<file path="src/rtl/multiword_add_pkg.sv">
// Shared types and helpers for the multi-word add/subtract controller.
package multiword_add_pkg;

  localparam int LIMB_W    = 16;
  localparam int MAX_WORDS = 8;
  localparam int MAX_W     = LIMB_W * MAX_WORDS;

  typedef enum logic [1:0] {
    IDLE = 2'd0,
    ADD  = 2'd1,
    DONE = 2'd2
  } state_e;

  // Extract limb 'idx' from a vector zero-extended to the widest legal operand.
  function automatic logic [LIMB_W-1:0] limb_of(input logic [MAX_W-1:0] vec,
                                                input logic [2:0]       idx);
    return vec[idx*LIMB_W +: LIMB_W];
  endfunction

endpackage

</file>
<file path="src/rtl/carry_select_adder16_ci.sv">
// 16-bit carry-select adder slice. The low byte ripples; the high byte is
// precomputed for both incoming carries and selected by the low-byte carry.
// The carry into bit 15 is exported so the caller can form signed overflow.
module carry_select_adder16_ci
  import multiword_add_pkg::*;
(
  input  logic [LIMB_W-1:0] a_i,
  input  logic [LIMB_W-1:0] b_i,
  input  logic              c_in_i,
  output logic [LIMB_W-1:0] sum_o,
  output logic              c_out_o,
  output logic              c15_o
);

  logic [8:0] lo_sum;
  logic [7:0] hi7_c0;
  logic [7:0] hi7_c1;
  logic       c15_c0, c15_c1;
  logic       s15_c0, s15_c1;
  logic       co_c0, co_c1;

  // Low byte ripple plus both speculative versions of the high byte.
  always_comb begin
    lo_sum = {1'b0, a_i[7:0]} + {1'b0, b_i[7:0]} + {8'd0, c_in_i};
    // bits 14:8 with a spare top bit that becomes the carry into bit 15
    hi7_c0 = {1'b0, a_i[14:8]} + {1'b0, b_i[14:8]};
    hi7_c1 = {1'b0, a_i[14:8]} + {1'b0, b_i[14:8]} + 8'd1;
    c15_c0 = hi7_c0[7];
    c15_c1 = hi7_c1[7];
    s15_c0 = a_i[15] ^ b_i[15] ^ c15_c0;
    s15_c1 = a_i[15] ^ b_i[15] ^ c15_c1;
    co_c0  = (a_i[15] & b_i[15]) | (c15_c0 & (a_i[15] ^ b_i[15]));
    co_c1  = (a_i[15] & b_i[15]) | (c15_c1 & (a_i[15] ^ b_i[15]));
  end

  // Select the high byte result using the real carry out of the low byte.
  always_comb begin
    sum_o[7:0] = lo_sum[7:0];
    if (lo_sum[8]) begin
      sum_o[15:8] = {s15_c1, hi7_c1[6:0]};
      c_out_o     = co_c1;
      c15_o       = c15_c1;
    end else begin
      sum_o[15:8] = {s15_c0, hi7_c0[6:0]};
      c_out_o     = co_c0;
      c15_o       = c15_c0;
    end
  end

endmodule

</file>
<file path="src/rtl/multiword_add_controller.sv">
// Wide add/subtract built from one shared 16-bit slice, one limb per clock,
// least significant limb first. WORDS must be in 2..8.
//
// state | meaning
// IDLE  | waiting for Run; operands latched when Run is seen
// ADD   | one limb per edge through the shared slice, idx selects the limb
// DONE  | result complete, Done pulses for this one cycle
module multiword_add_controller
  import multiword_add_pkg::*;
#(
  parameter int WORDS = 4
) (
  input  logic                    Clk,
  input  logic                    Reset,
  input  logic                    Run,
  input  logic                    Sub,
  input  logic [LIMB_W*WORDS-1:0] A,
  input  logic [LIMB_W*WORDS-1:0] B,
  output logic [LIMB_W*WORDS-1:0] Sum,
  output logic                    CO,
  output logic                    V,
  output logic                    Busy,
  output logic                    Done
);

  localparam int W     = LIMB_W * WORDS;
  localparam int IDX_W = $clog2(WORDS);
  localparam logic [IDX_W-1:0] LAST_IDX = IDX_W'(WORDS - 1);

  state_e           state_q, state_d;
  logic [IDX_W-1:0] idx_q, idx_d;
  logic             carry_q, carry_d;
  logic [W-1:0]     a_q, a_d;
  logic [W-1:0]     b_q, b_d;
  logic [W-1:0]     sum_q;
  logic             co_q, co_d;
  logic             v_q, v_d;
  logic [WORDS-1:0] limb_we;

  logic [MAX_W-1:0]  a_ext, b_ext;
  logic [LIMB_W-1:0] slice_a, slice_b, slice_sum;
  logic              slice_co, slice_c15;

  // Zero-extend operands so the shared limb helper works for any WORDS.
  always_comb begin
    a_ext          = '0;
    b_ext          = '0;
    a_ext[W-1:0]   = a_q;
    b_ext[W-1:0]   = b_q;
    slice_a        = limb_of(a_ext, 3'(idx_q));
    slice_b        = limb_of(b_ext, 3'(idx_q));
  end

  carry_select_adder16_ci u_slice (
    .a_i     (slice_a),
    .b_i     (slice_b),
    .c_in_i  (carry_q),
    .sum_o   (slice_sum),
    .c_out_o (slice_co),
    .c15_o   (slice_c15)
  );

  // Next-state, datapath register updates and limb write-enable decode.
  always_comb begin
    state_d = state_q;
    idx_d   = idx_q;
    carry_d = carry_q;
    a_d     = a_q;
    b_d     = b_q;
    co_d    = co_q;
    v_d     = v_q;
    limb_we = '0;
    case (state_q)
      IDLE: begin
        if (Run) begin
          a_d     = A;
          // subtraction as A + ~B + 1: invert now, carry-in of 1 below
          b_d     = Sub ? ~B : B;
          carry_d = Sub;
          idx_d   = '0;
          state_d = ADD;
        end
      end
      ADD: begin
        limb_we[idx_q] = 1'b1;
        carry_d        = slice_co;
        if (idx_q == LAST_IDX) begin
          co_d    = slice_co;
          v_d     = slice_c15 ^ slice_co;
          state_d = DONE;
        end else begin
          idx_d = idx_q + 1'b1;
        end
      end
      DONE: begin
        state_d = IDLE;
      end
      default: begin
        state_d = IDLE;
      end
    endcase
  end

  // Control and operand registers.
  always_ff @(posedge Clk) begin
    if (Reset) begin
      state_q <= IDLE;
      idx_q   <= '0;
      carry_q <= 1'b0;
      a_q     <= '0;
      b_q     <= '0;
      co_q    <= 1'b0;
      v_q     <= 1'b0;
    end else begin
      state_q <= state_d;
      idx_q   <= idx_d;
      carry_q <= carry_d;
      a_q     <= a_d;
      b_q     <= b_d;
      co_q    <= co_d;
      v_q     <= v_d;
    end
  end

  // Result register; only the limb selected by idx is written each ADD edge.
  always_ff @(posedge Clk) begin
    if (Reset) begin
      sum_q <= '0;
    end else begin
      for (int i = 0; i < WORDS; i++) begin
        if (limb_we[i]) begin
          sum_q[i*LIMB_W +: LIMB_W] <= slice_sum;
        end
      end
    end
  end

  assign Sum  = sum_q;
  assign CO   = co_q;
  assign V    = v_q;
  assign Busy = (state_q != IDLE);
  assign Done = (state_q == DONE);

endmodule
</file>
<file path="config.mk">
export PLATFORM = sky130hd
export DESIGN_NAME = multiword_add_controller
export DESIGN_NICKNAME = d
export VERILOG_FILES = /design/src/rtl/multiword_add_pkg.sv /design/src/rtl/carry_select_adder16_ci.sv /design/src/rtl/multiword_add_controller.sv
export SDC_FILE = /design/constraint.sdc
export NUM_CORES = 1
export LEC_CHECK = 0
export BUFFER_PORTS_ARGS = -buffer_cell sky130_fd_sc_hd__buf_2
export CAP_MARGIN = 15
export CORE_ASPECT_RATIO = 0.7
export CORE_UTILIZATION = 55
export CTS_CLUSTER_SIZE = 24
export DETAILED_ROUTE_END_ITERATION = 8
export GPL_TIMING_DRIVEN = 1
export PLACE_DENSITY = 0.86
export SLEW_MARGIN = 10
export SYNTH_ARGS = -nofsm -noshare
export SYNTH_HDL_FRONTEND = slang
export SYNTH_HIERARCHICAL = 1
export SYNTH_SLANG_ARGS = --single-unit
</file>
<file path="constraint.sdc">
create_clock -name Clk -period 5.47 [get_ports Clk]
set_input_delay 1.094 -clock Clk [delete_from_list [all_inputs] [get_ports Clk]]
set_output_delay 1.094 -clock Clk [all_outputs]
set_load 0.05 [all_outputs]
</file>
==> results.sh <==
export IMPL_drv_cap=0
export IMPL_die_w_um=156
export IMPL_drcViolationCount=0
export IMPL_pwr_share_clk_pct=35.7
export IMPL_dr_pass1_iters=5
export IMPL_power_switching_w=0.00102
export IMPL_ys_types=48
export IMPL_period_share_pct=77.2
export IMPL_reg2reg_from="idx_q[0]"
export IMPL_start_util_pct=56.2
export IMPL_power_leakage_nw=4.24
export IMPL_hold_path_end="Sum[4]"
export IMPL_ys_dominant_reg_cell="dfxtp_1"
export IMPL_yosys_top_cells_area="dfxtp_1 (44%), nand2_1 (11%), mux4_2 (7.9%), a21oi_1 (7.5%), xnor2_1 (6.9%)"
export IMPL_drt_iter0_drc=560
export IMPL_whs_ns=0.453
export IMPL_swShare_pct=29.2
export IMPL_clock_sinks=199
export IMPL_rsz0062_at_grt="false"
export IMPL_netlist_instances=1030
export IMPL_synth_avg_cell_area_um2=8.89
export IMPL_drive_above_1_share_pct=24.7
export IMPL_synth_nets=1185
export IMPL_post_drt_via_cell_ratio=5.49
export IMPL_core_um2=16300
export IMPL_mappedNetlistArea_um2=9160
export IMPL_rrSetupSlack_ns=1.25
export IMPL_cts_hold_fix_buffers=0
export IMPL_cts_setup_buffers=0
export IMPL_intPower_w=0.00247
export IMPL_antenna_found_initial=0
export IMPL_final_setup_skew_ns=0.00924
export IMPL_fillers=1357
export IMPL_p_per_area_nw_per_um2=325
export IMPL_ys_seq_area_share_pct=43.5
export IMPL_cts_resized=0
export IMPL_slew_headroom_pct=35.5
export IMPL_clockRootBuffer="clkbuf_16"
export IMPL_fin_nets=1330
export IMPL_clk_latency_ns=0.43
export IMPL_netlist_top_cells_count="nand2_1 (267), dfxtp_1 (199), a21oi_1 (137)"
export IMPL_grt_pass1_wl_um=36200
export IMPL_syn2layout_area_growth_pct=16.9
export IMPL_synth_top_cell_area_share_pct=43.5
export IMPL_ys_warn_count=6
export IMPL_pin_count=200
export IMPL_die_area_um2=17200
export IMPL_vdd_ir_drop_max_mv=0.205
export IMPL_hpwl_um=16900
export IMPL_gp_congestion=0.843
export IMPL_track_usage_pct=27.9
export IMPL_fin_area_um2=10700
export IMPL_grt_max_degree=130
export IMPL_crit_fanout=19
export IMPL_final_util_pct=65.7
export IMPL_worstReg2RegEnd="Sum[47]"
export IMPL_min_from="Sum[4]"
export IMPL_grt_pass1_vias=6941
export IMPL_drt_wirelength_per_cell_um=16.5
export IMPL_cts_max_level=4
export IMPL_synth_edff_count=0
export IMPL_critical_path_required_ns=5.75
export IMPL_setup_violations=0
export IMPL_ant_nets=0
export IMPL_hold_class="flip-flop to flip-flop"
export IMPL_numCtsBuffers=17
export IMPL_hold_violations=0
export IMPL_die_h_um=110
export IMPL_totalWireLength_um=23200
export IMPL_setup_tns_ns=0
export IMPL_pwr_share_comb_pct=18.4
export IMPL_outcome="finished clean"
export IMPL_tightestPinTransition_ns=0.967
export IMPL_critPathArrivalTime_ns=4.50
export IMPL_insertedDiodeCount=0
export IMPL_total_power_w=0.00348
export IMPL_slew_violations=0
export IMPL_portBuffers=199
export IMPL_synth_seq_cells=199
export IMPL_cts_clk_slew_worst_paths_ns=0.07
export IMPL_vias=7764
export IMPL_synthArstFlopShare_pct=0
export IMPL_hold_depth=2
export IMPL_maxClockFrequency_mhz=237
export IMPL_cts_tree="built"
export IMPL_yosys_area_top_type="dfxtp_1"
export IMPL_period_needed_ns=4.22
export IMPL_r2r_cells=13
export IMPL_clock_path_buffers=2
export IMPL_placed_cell_area_um2=10100
export IMPL_sequentialPowerShare_pct=45.9
export IMPL_num_rows=39
export IMPL_overflow=0
export IMPL_path_class="flip-flop to flip-flop"
export IMPL_synth_most_common_cell="nand2_1"
export IMPL_cp_start_kind="flip-flop"
export IMPL_end_kind="flip-flop"
## registers in the layout (all words and copies together) (netlist names)
name,cells
Sum,64
a_q,64
b_q,64
idx_q,2
state_q,2
CO,1
V,1
carry_q,1
## routing by layer
| metal | track usage (%) | part of all wire (%) |
|---|---|---|
| met5 | 0 | 0 |
| met2 | 44.4 | 45 |
| met3 | 5.48 | 8.4 |
| met1 | 38.7 | 45 |
| met4 | 8.05 | 1.3 |
## power groups by stage
stage          logic, W  clock network, W  registers (W)
5_1_grt        0.000698           0.00131        0.00161
4_1_cts        0.000637           0.00125        0.00160
2_1_floorplan  0.000426                 0        0.00164
6_report       0.000640           0.00124        0.00160
3_3_place_gp   0.000618                 0        0.00163
3_5_place_dp   0.000631                 0        0.00163
## worst max path at each step
| stage | to | start | slack [ns] |
|---|---|---|---|
| global placement | Sum[63] | idx_q[0] | 1.37 |
| detailed placement | Sum[63] | idx_q[0] | 1.26 |
| global route | Sum[63] | idx_q[0] | 0.92 |
| finish | Sum[47] | idx_q[0] | 1.25 |
| floorplan | V | idx_q[1] | 1.65 |
| CTS | Sum[63] | idx_q[0] | 1.24 |
## cell type report
cell class / count / area [um^2] / share of cell area (%)
clock buffer: 20 / 437 / 4.08
clock inverter: 12 / 140 / 1.31
inverter: 16 / 60.1 / 0.561
multi-input combinational: 735 / 4720 / 44.1
sequential: 199 / 3990 / 37.2
tap: 225 / 282 / 2.63
timing repair buffer: 206 / 1080 / 10.1
## worst max-delay path, cell delays in order (launching register included)
cell	delay, ns
dfxtp_2	0.76
buf_12	0.26
mux4_2	0.51
ha_1	0.24
inv_1	0.08
fa_1	0.21
nor2b_1	0.08
o31a_1	0.29
o311ai_1	0.42
nand4_1	0.20
xnor2_1	0.32
fa_1	0.53
nand2_1	0.09
a21oi_1	0.06
## cells in the final DEF, fill, tap and decap left out, types with 2 or more instances in the layout
master,synthesis,layout
buf_2,39,197
a211oi_2,14,14
or2_2,2,2
clkinv_2,0,2
and3b_1,4,4
bufinv_16,0,2
buf_12,0,2
inv_6,0,4
ha_1,19,19
nor2b_1,7,7
nand3b_1,5,5
nor2_1,72,72
nor3_1,5,5
o21a_1,3,3
clkinvlp_4,0,2
dfxtp_2,0,2
nand4_1,2,2
fa_1,4,4
clkbuf_1,31,3
mux4_2,32,32
clkbuf_16,0,17
inv_1,16,16
xnor2_1,72,72
a211oi_1,53,53
dfxtp_1,199,197
buf_4,7,6
a21oi_1,137,137
o21ai_1,2,2
o21ai_0,3,3
xor2_1,7,7
a2111oi_2,2,2
nand2_1,267,267
## stage by stage
step	setup WS, ns	cells
after floorplan	1.65	1030
after global placement	1.37	1381
after detailed placement	1.26	1381
after CTS	1.24	1413
after global routing	0.920	1413
final	1.25	1413
## kinds of logic after synthesis
family	after synthesis	share of synthesized area [%]
AOI/OAI and AO/OA	227	16.0
xor gates and xnor gates	79	7.56
adders and majority gates	23	3.47
buffers and inverters	96	5.00
DFF	199	43.5
muxes	33	7.99
and+or+nand+nor	373	16.5
(Power assumes the default switching activity.)
